File: config.mk
export PLATFORM = sky130hd
export DESIGN_NAME = instr_fetch_ir
export DESIGN_NICKNAME = d
export VERILOG_FILES = /design/src/rtl/instr_fetch_ir.sv
export SDC_FILE = /design/constraint.sdc
export NUM_CORES = 1
export LEC_CHECK = 0
export ABC_AREA = 0
export CORE_UTILIZATION = 43
export DETAILED_ROUTE_END_ITERATION = 7
export PLACE_DENSITY = 0.77
export RECOVER_POWER = 50
export SLEW_MARGIN = 30
export SYNTH_ARGS = -nofsm -noshare
export SYNTH_HDL_FRONTEND = slang
export SYNTH_SLANG_ARGS = --single-unit
File: constraint.sdc
create_clock -name clk -period 1.65 [get_ports clk]
set_input_delay 0.495 -clock clk [delete_from_list [all_inputs] [get_ports clk]]
set_output_delay 0.495 -clock clk [all_outputs]
set_load 0.02 [all_outputs]
File: src/rtl/instr_fetch_ir.sv
// Instruction fetch and instruction register behind the jump control unit.
// Issues reads to a 1-cycle synchronous ROM and holds the result for decode, using a one-entry skid buffer and flush.
module instr_fetch_ir #(
  parameter int ADDR_W  = 8,
  parameter int INSTR_W = 16
) (
  input  logic               clk,
  input  logic               rst,
  input  logic [ADDR_W-1:0]  i_Address_Instruction_Bus,
  input  logic               i_stall,
  input  logic               i_flush,
  output logic               o_rom_en,
  output logic [ADDR_W-1:0]  o_rom_addr,
  input  logic [INSTR_W-1:0] i_rom_data,
  output logic               o_pc_advance,
  output logic               o_instr_valid,
  output logic [INSTR_W-1:0] o_instr,
  output logic [ADDR_W-1:0]  o_pc,
  output logic [3:0]         o_opcode,
  output logic [3:0]         o_cond,
  output logic [7:0]         o_imm
);

  typedef struct packed {
    logic [ADDR_W-1:0]  pc;
    logic [INSTR_W-1:0] data;
  } entry_t;

  logic              pend_v;
  logic [ADDR_W-1:0] pend_addr;
  logic              skid_v;
  entry_t            skid;
  logic              ir_v;
  entry_t            ir;
  logic              rom_en;

  // A flush always refetches. Otherwise a request is issued only when the
  // downstream path can take the response: no stall and an empty skid buffer.
  assign rom_en       = rst & (i_flush | (~i_stall & ~skid_v));
  assign o_rom_en     = rom_en;
  assign o_pc_advance = rom_en;
  assign o_rom_addr   = i_Address_Instruction_Bus;

  always_ff @(posedge clk) begin
    // NOTE: non-blocking assignments here; every branch below reads the
    // pre-edge values of pend_v/skid_v/ir_v, which is what the priority relies on.
    if (!rst) begin
      pend_v    <= 1'b0;
      pend_addr <= '0;
      skid_v    <= 1'b0;
      ir_v      <= 1'b0;
      // NOTE: the data registers are cleared too, not only the valid bits.
      // The field outputs are wired straight from ir, so they must read zero
      // during reset.
      ir        <= '0;
      skid      <= '0;
    end else begin
      pend_v <= rom_en;
      if (rom_en) pend_addr <= i_Address_Instruction_Bus;

      if (i_flush) begin
        ir_v   <= 1'b0;
        skid_v <= 1'b0;
      end else if (!i_stall && skid_v) begin
        ir     <= skid;
        ir_v   <= 1'b1;
        skid_v <= 1'b0;
      end else if (pend_v && (!ir_v || !i_stall)) begin
        ir.data <= i_rom_data;
        ir.pc   <= pend_addr;
        ir_v    <= 1'b1;
      end else if (pend_v && ir_v && i_stall) begin
        skid.data <= i_rom_data;
        skid.pc   <= pend_addr;
        skid_v    <= 1'b1;
      end else if (!pend_v && !i_stall) begin
        ir_v <= 1'b0;
      end
    end
  end

  assign o_instr_valid = ir_v;
  assign o_instr       = ir.data;
  assign o_pc          = ir.pc;
  assign o_opcode      = ir.data[15:12];
  assign o_cond        = ir.data[11:8];
  assign o_imm         = ir.data[7:0];

endmodule

-- Yosys cells after proc, flatten, opt, wreduce, memory -nomap -nowiden
Cells that the tools add are included.
Widths: inputs -> output; s select.
- equality and inequality tests: 1
- mux-type cells: 6
- bitwise logic cells: 9
- reductions and logical operators: 17
- operators with widths (operator ; count):
    $mux 24 ; 2
    $not 1->1 ; 6
    $reduce_and 2->1 ; 3
    $logic_and 1x1->1 ; 5
    $mux 1 ; 4
    $reduce_and 4->1 ; 1
    $logic_not 1->1 ; 3
    $ne 3x3->1 const B ; 1
    $reduce_bool 3->1 ; 1
    $reduce_or 3->1 ; 1
    $and 1x1->1 ; 2
    $reduce_bool 2->1 ; 1
    $reduce_or 2->1 ; 1
    $logic_or 1x1->1 ; 1
    $or 1x1->1 ; 1
- bits in registers: 59
- input bits: 28
- output and inout port bits: 51
- logic and storage cells: 41

-- Logic depth before layout (Yosys ltp)
Gate-level depths: netlist of the first run.
- word-level depth: 6
- mapped depth: 6
- depth with buffers taken out: 3

-- Worst setup path after synthesis of the first run
Ideal clock, no wire load.
- kind: input to output
- start point: in i_stall
- end point: out o_rom_en
- arrival: 1.555 ns
- data required time: 1.155 ns
- setup slack: -0.400 ns
- stages on the path: 5
- buffers on the path: 3
- path through: buf_2 -> o21ba_2 -> clkbuf_1 -> nor2_1 -> buf_4
- word-level cells in the longest chain between the ends: 4
- ends and longest elaborated chain (element ; RTL line ; source):
    start: declaration ; 10 ; input logic i_stall,
    $not 1->1 ; 39 ; assign rom_en = rst & (i_flush | (~i_stall & ~skid_v));
    $and 1x1->1 ; 39 ;
    $or 1x1->1 ; 39 ;
    $and 1x1->1 ; 39 ;
    end: declaration ; 12 ; output logic o_rom_en,
Every way passes these cells.

-- Worst setup path in the final report of the first run
- start point: in i_Address_Instruction_Bus[4]
- end point: out o_rom_addr[4]
- RTL lines (element ; RTL line ; source):
    start: declaration ; 9 ; input logic [ADDR_W-1:0] i_Address_Instruction_Bus,
    end: declaration ; 13 ; output logic [ADDR_W-1:0] o_rom_addr,
No word-level cell between the ends.

==> flow_metrics.tcl, run 1 <==
set metrics [dict create \
    outcome "completed" \
    syn_inst 293 \
    drt_iter0_markers 92 \
    grt_pass1_vias 2147 \
    final_area_um2 3650 \
    critical_path_class "input port to output pin" \
    gp_congestion 0.757 \
    maxCapViolCount 0 \
    finalHoldViolCount 0 \
    yosysSeqAreaShare_pct 43.2 \
    die-area_um2 6680 \
    wl_per_cell_um 14.4 \
    critical_path.max_stage_delay_ns 0.47 \
    skew_ns 0.00640 \
    cts.sinks 59 \
    power_density_nw_per_um2 920 \
    setup_tns_ns 0 \
    hold_path_depth 2 \
    critPathMaxFanout 2 \
    root_buffer "clkbuf_8" \
    cp_top_family "buffers and inverters" \
    totalWireLength_um 6320 \
    hpwl_um 4240 \
    slew_headroom_pct 50.2 \
    rr_startpoint "skid_v" \
    avgSynthCellArea_um2 9.33 \
    gr-total-overflow 0 \
    path_buf_inv 2 \
    placed_cells 424 \
    rows 28 \
    ant_nets 0 \
    syn_nets 321 \
    grt_max_degree 60 \
    grt_pass1_wl_um 10100 \
    crit_chain "clkdlybuf4s50_1 > buf_2" \
    cts_tree "yes" \
    portBuffers 78 \
    p_total_mw 3.35 \
    crit_start "i_Address_Instruction_Bus[4]" \
    antenna_found_initial 0 \
    rrSetupSlack_ns 0.12 \
    drcViolationCount 0 \
    chipHeight_um 81.7 \
    r2r-end "o_pc[5]" \
    setup_viol 0 \
    syn_to_final_growth_pct 33.4 \
    critPathSlowestCell "clkdlybuf4s50_1" \
    core_region_area_um2 6030 \
    drive_gt1_share_pct 20.9 \
    hold_ws_ns 0.455 \
    ys_warn_count 0 \
    crit_arrival_ns 1.13 \
    start_kind "input port" \
    clock_latency_ns 0.33 \
    peakVddDrop_uv 437 \
    cts_buffers 9 \
    nNetsFinal 388 \
    clock_path_buffers 2 \
    worst_pin_slew_ns 0.747 \
    yosysUniqueCellTypes 22 \
    final_cell_mix "64 x nand2_1, 59 x dfxtp_1, 43 x dlygate4sd2_1, 34 x a21oi_1, 30 x a211oi_1" \
    ys_ff_latch 59 \
    dpl_cell_area_um2 3560 \
    vias 2337 \
    cts-htree-levels 3 \
    clk_pin_slew_ns 0.06 \
    layout_commonest_cell "nand2_1" \
    required_ns 1.15 \
    min_path_type "register to register" \
    period_share_pct 98.3 \
    fillCellCount 552 \
    max_freq_mhz 617 \
    hold_path.startpoint "skid[9]" \
    fin_cells 439 \
    start_util_pct 45.3 \
    r2r_cells 5 \
    period_minus_slack_ns 1.62 \
    grt_setup_unrepaired "no" \
    dieWidth_um 81.7 \
    hold_end "skid[9]" \
    slew_violations 0 \
    syn-cell-area_um2 2730 \
    power.leakage_nw 1.64 \
    grtUsageTotal_pct 20.3 \
    end_kind "output pin" \
    drt-pass1-iter-count 4 \
    routed_via_density 5.32 \
    ioPinCount 79 \
    n_antenna_cell 0 \
    postCtsSetupBuffers 0 \
]
[logic make-up after synthesis]
kind of cell | after synthesis | share of synthesized area (%)
buffers and inverters | 51 | 12.3
and+or+nand+nor | 73 | 11.4
DFF | 59 | 43.2
AOI/OAI and AO/OA | 86 | 24.3
muxes | 24 | 8.79
[state kept, by name, indices dropped and copies added, names as in the netlist]
| name | cells |
|---|---|
| skid | 24 |
| o_instr | 16 |
| o_pc | 8 |
| pend_addr | 8 |
| o_instr_valid | 1 |
| pend_v | 1 |
| skid_v | 1 |
[cell usage after synthesis]
library cell	instances	area [um^2]
nand2b_1	1	6.26
and4b_1	1	10.0
clkbuf_1	7	26.3
a211oi_2	20	250
buf_6	4	45.0
mux2i_1	24	240
nor2_2	1	6.26
buf_2	13	65.1
buf_4	26	195
nor3b_4	1	18.8
a21o_1	1	7.51
clkinv_1	1	3.75
nor2_1	2	7.51
or2_0	1	6.26
o21ba_2	1	10.0
o21bai_1	1	7.51
nand2_1	64	240
dfxtp_1	59	1180
a211oi_1	29	218
a21oi_1	34	170
nand4b_1	1	8.76
nor4b_1	1	8.76
[power by group]
part           leakage [nW]  internal [mW]  switching [mW]
Clock                0.0953          0.655           0.531
Sequential            0.482           1.49          0.0475
Combinational          1.06          0.280           0.348
[final cells by class]
class                   instances  area [um^2]  share of cell area [%]
clock inverters                 2         10.0                   0.275
clock buffers                  13          169                    4.63
multi-input cells             183         1230                    33.7
flip-flops and latches         59         1180                    32.4
well taps                      75         93.8                    2.57
inverters                       1         3.75                   0.103
repair buffers                106          961                    26.4
[worst max path at each step]
stage                     to  slack (ns)  depth (start not counted)
2_1_floorplan       o_rom_en       -0.10                          5
6_report       o_rom_addr[4]        0.03                          2
3_3_place_gp        o_rom_en       -0.70                          4
4_1_cts         o_pc_advance       0.006                          4
3_5_place_dp    o_pc_advance       -0.71                          4
5_1_grt        o_rom_addr[6]       0.005                          2
[stage by stage]
step	utilization, %	setup slack, ns
floorplan	-	-0.100
CTS	60.7	0.00569
finish	60.5	0.0286
detailed placement	59.2	-0.705
global placement	59.2	-0.700
global route	60.5	0.00525
[layer usage]
| layer | global-route usage (%) | wire length (um) | vias up |
|---|---|---|---|
| li1 | - | - | 1146 |
| met1 | 24.6 | 2860 | 1105 |
| met2 | 33.0 | 3030 | 77 |
| met3 | 4.56 | 340 | 9 |
| met4 | 11.2 | 94 | 0 |
| met5 | 0 | 0 | - |
[repair_timing]
item / in CTS / in global routing
pin swaps: 2 / 0
resized for setup: 93 / 6
hold buffers: 0 / 0
endpoints found under the setup margin: 51 / 6
(Power assumes the default switching activity.)
==> run 2: changes to the inputs <==
--- a/config.mk
+++ b/config.mk
@@ -6,6 +6,7 @@
 export NUM_CORES = 1
 export LEC_CHECK = 0
 export ABC_AREA = 0
+export CORE_ASPECT_RATIO = 1.4
 export CORE_UTILIZATION = 43
 export DETAILED_ROUTE_END_ITERATION = 7
 export PLACE_DENSITY = 0.77
==> run 2 against run 1 <==
Against the previous run:
- setup slack worse by 0.029 ns
- largest cell class unchanged
- the run now ends with setup timing left
- maximum frequency down 1.8%
- sequential cell count unchanged
- highest routed layer unchanged
- critical path depth unchanged
- sequential power about the same
- via count down 1.2%
==> flow_metrics.tcl, run 2 (synthesis results as in run 1) <==
set metrics [dict create \
    outcome "finished, violations left" \
    violations "setup timing" \
    wl_per_cell_um 14.0 \
    crit_chain "clkdlybuf4s50_1 > buf_4" \
    min_path_type "register to register" \
    portBuffers 78 \
    ioPinCount 79 \
    grt_pass1_vias 2207 \
    crit_arrival_ns 1.16 \
    clock_path_buffers 2 \
    critPathSlowestCell "clkdlybuf4s50_1" \
    fin_ws_ns -0.000444 \
    ant_nets 0 \
    layout_commonest_cell "nand2_1" \
    die-area_um2 6680 \
    cp_top_family "buffers and inverters" \
    drt_iter0_markers 146 \
    drive_gt1_share_pct 22.4 \
    totalWireLength_um 6130 \
    setup_viol 1 \
    grt_setup_unrepaired "yes" \
    largest_reg_flops 24 \
    routed_via_density 5.27 \
    end_kind "output pin" \
    fillCellCount 548 \
    rr_startpoint "skid_v" \
    gp_congestion 0.747 \
    slew_violations 0 \
    rows 34 \
    hold_buffers 0 \
    critical_path_class "input port to output pin" \
    finalHoldViolCount 0 \
    start_util_pct 44.3 \
    grtUsageTotal_pct 19.5 \
    power_density_nw_per_um2 926 \
    cts-htree-levels 3 \
    ff_latch_area_um2 1180 \
    required_ns 1.15 \
    clock_latency_ns 0.34 \
    hold_ws_ns 0.453 \
    r2r_cells 5 \
    worst_pin_slew_ns 0.723 \
    grt_max_degree 60 \
    hold_path.startpoint "skid[18]" \
    antenna_found_initial 0 \
    cts_tree "yes" \
    critical_path.max_stage_delay_ns 0.50 \
    multi_input_area_um2 1230 \
    largest-register "skid" \
    max_freq_mhz 606 \
    start_kind "input port" \
    maxCapViolCount 0 \
    syn_to_final_growth_pct 33.9 \
    critPathMaxFanout 2 \
    cts.sinks 59 \
    root_buffer "clkbuf_8" \
    vias 2310 \
    gr-total-overflow 0 \
    pre_cts_ws_ns -0.733 \
    hold_path_depth 2 \
    dieWidth_um 69.4 \
    nNetsFinal 389 \
    core_region_area_um2 6170 \
    crit_start "i_Address_Instruction_Bus[7]" \
    path_buf_inv 2 \
    period_share_pct 100 \
    slew_headroom_pct 51.8 \
    period_minus_slack_ns 1.65 \
    cts_buffers 9 \
    peakVddDrop_uv 423 \
    power.leakage_nw 1.64 \
    n_antenna_cell 0 \
    drt-pass1-iter-count 4 \
    grt_pass1_wl_um 10100 \
    skew_ns 0.00748 \
    rrSetupSlack_ns 0.09 \
    final_cell_mix "64 x nand2_1, 58 x dfxtp_1, 42 x dlygate4sd2_1, 34 x a21oi_1, 29 x a211oi_1" \
    hold_end "skid[18]" \
    r2r-end "o_instr[8]" \
    chipHeight_um 96.3 \
    hpwl_um 4020 \
    clk_pin_slew_ns 0.06 \
    drcViolationCount 0 \
]
==> run 2: final cells by class <==
| class | instances | area share [%] |
|---|---|---|
| well taps | 72 | 2.46 |
| repair buffers | 107 | 26.2 |
| multi-input cells | 183 | 33.7 |
| flip-flops and latches | 59 | 32.3 |
| clock buffers | 13 | 4.62 |
| clock inverters | 3 | 0.581 |
| inverters | 1 | 0.103 |
==> run 2: routing by layer <==
layer	track usage [%]	routed length (um)	vias up
li1	-	-	1151
met1	21.4	2690	1078
met2	34.4	3050	73
met3	6.81	333	8
met4	7.82	58	0
met5	0	0	-
==> run 2: report_power, final <==
group	total (mW)	switching (mW)	internal (mW)
Combinational	0.628	0.347	0.281
Sequential	1.54	0.0454	1.49
Clock	1.22	0.555	0.668
==> run 2: worst min-delay path, stage by stage (launching register included) <==
cell,delay [ns]
dfxtp_1,0.31
nand2_1,0.05
a21oi_1,0.05
==> run 2: through the flow <==
stage               cell area [um^2]  utilization (%)  cells    TNS, ns  total power, mW
floorplan                       2770                -    293     -0.100             1.99
global placement                3580             58.1    422     -18.47             2.27
detailed placement              3580             58.1    422     -20.93             2.28
CTS                             3680             59.6    438          0             3.43
global route                    3660             59.3    438   -0.00538             3.55
finish                          3660             59.3    438  -0.000444             3.39
==> run 2: what timing repair did <==
item                       CTS  global route
setup endpoints to repair   67             2
buffers inserted             0             0
pin swaps                    2             0
resized for setup           94             1
==> run 2: worst max path at each step <==
stage	depth (start not counted)	to
2_1_floorplan	5	o_rom_en
3_3_place_gp	4	o_rom_en
3_5_place_dp	4	o_rom_en
4_1_cts	2	o_rom_addr[7]
5_1_grt	3	o_rom_en
6_report	2	o_rom_addr[7]
==> edit: new RTL, settings of run 2 <==
The parameter `INSTR_W` goes from 16 to 32.
--- a/src/rtl/instr_fetch_ir.sv
+++ b/src/rtl/instr_fetch_ir.sv
@@ -2,7 +2,7 @@
 // Issues reads to a 1-cycle synchronous ROM and holds the result for decode, using a one-entry skid buffer and flush.
 module instr_fetch_ir #(
   parameter int ADDR_W  = 8,
-  parameter int INSTR_W = 16
+  parameter int INSTR_W = 32
 ) (
   input  logic               clk,
   input  logic               rst,
Interface: changed (resized i_rom_data and o_instr); port bits go from 79 to 111. No check against the original RTL was run, so the function may have changed too.
==> edit against run 2 <==
Sequential cell count grew 32. Cell area up 52%. Setup slack improved by 17 ps. Highest routed layer unchanged. Synthesized cell count is 50% higher. Non-clock buffer count is 39 higher. Power up 64%. Critical path type is now reg -> out. Area after synthesis up 52%. Global-route usage is 3.2 points higher. Count of clock-buffer cells in the layout shrank 1. Wire length increased by 80%.
==> edit: results <==
detailed_routing:
  drt_wl_total_um: 11000
  drt_iter0_markers: 164
  viasPerCell: 5.54
  drtPass1Iterations: 4
clocking:
  clockRootBuffer: "clkbuf_16"
worst_setup_path:
  max_stage_delay_ps: 330
  worst_path_max_delay_cell: "dfxtp_2"
  cp.arrival_ps: 1140
  path_delay_family: "flip-flops"
cells_and_area:
  stdcell_count: 644
  drive_gt1_frac: 0.191
  nets: 573
  n_fill_cell: 806
  largest_reg_flops: 40
place:
  dp_hpwl_um: 7460
  post-place-ws_ps: -760
  place_inst: 627
  io_buffer_count: 110
  gp_congestion: 0.781
timing:
  clock_skew_ps: 3.19
  worstMarginPinSlew_ps: 670
logic_synthesis:
  synth_area_leaders: "dfxtp_1 (44%), a211oi_2 (12%), mux2i_1 (9.6%)"
  yosysUniqueCellTypes: 24
  syn_nets: 484
  synth_common_cells: "nand2_1 (97), dfxtp_1 (91), a21oi_1 (49)"
  avgSynthCellArea_sq_um: 9.44
  ys_seq_area_frac: 0.439
grt:
  antenna_found_initial: 0
  track_usage: 0.226
  first_global_vias: 3534
  grtUsageMet2: 0.394
  grt_max_degree: 56
  grt_pass1_wl_um: 17700
  use_met1: 0.260
  met3_usage: 0.0314
outcome:
  outcome: "complete, no violations"
power_and_ir_drop:
  p_leak_nw: 2.44
  ir_drop_v: 0.000638
==> edit: cell type report <==
cell class                      count  share of cell area
Tap cell                          110              0.0248
Timing Repair Buffer              146               0.244
Multi-Input combinational cell    279               0.341
Sequential cell                    91               0.329
Inverter                            2             0.00158
Clock inverter                      4              0.0131
Clock buffer                       12              0.0462
==> edit: cells by family (layout without fill, tap and decap cells) <==
| group | count (synthesis) | after routing | share of synthesized area |
|---|---|---|---|
| DFF | 91 | 91 | 0.439 |
| muxes | 40 | 40 | 0.0964 |
| buffers and inverters | 70 | 164 | 0.102 |
| AOI/OAI and AO/OA | 133 | 133 | 0.260 |
| and+or+nand+nor | 106 | 106 | 0.103 |
==> edit: path summary, 6_finish.rpt <==
path	from	endpoint	slack, ps
worst max-delay path	skid_v	o_pc_advance	20
worst min-delay path	skid[13]	skid[13]	450
worst max register to register	skid_v	o_instr[4]	80
worst min register to register	skid[13]	skid[13]	450
==> edit: stage by stage <==
step                      area, sq um  power [mW]
after floorplan                  4190        3.02
after global placement           5380        3.46
after detailed placement         5380        3.49
after CTS                        5610        5.63
after global routing             5550        5.76
final                            5550        5.57
==> edit: tightest hold or removal path, delay by kind of cell (launching register included) <==
family	cells	cell delay (ps)
AND/OR/NAND/NOR	1	50
AO/OA/AOI/OAI	1	50
flip-flops	1	310
==> edit: routing by layer <==
metal,up-vias,share of wire
met4,0,0.033
li1,1710,-
met2,113,0.52
met5,-,0
met3,23,0.041
met1,1719,0.41
==> edit: repair_timing <==
item,in CTS,in global routing
cloned,0,0
pin swaps,2,0
buffers inserted,1,0
gates resized for setup,108,6
endpoints found under the setup margin,117,6
==> edit: power by group <==
group	total [mW]	leakage [nW]	internal [mW]	switching, mW
registers	2.38	0.744	2.30	0.0751
logic	0.943	1.53	0.414	0.530
clock network	2.25	0.159	1.41	0.846
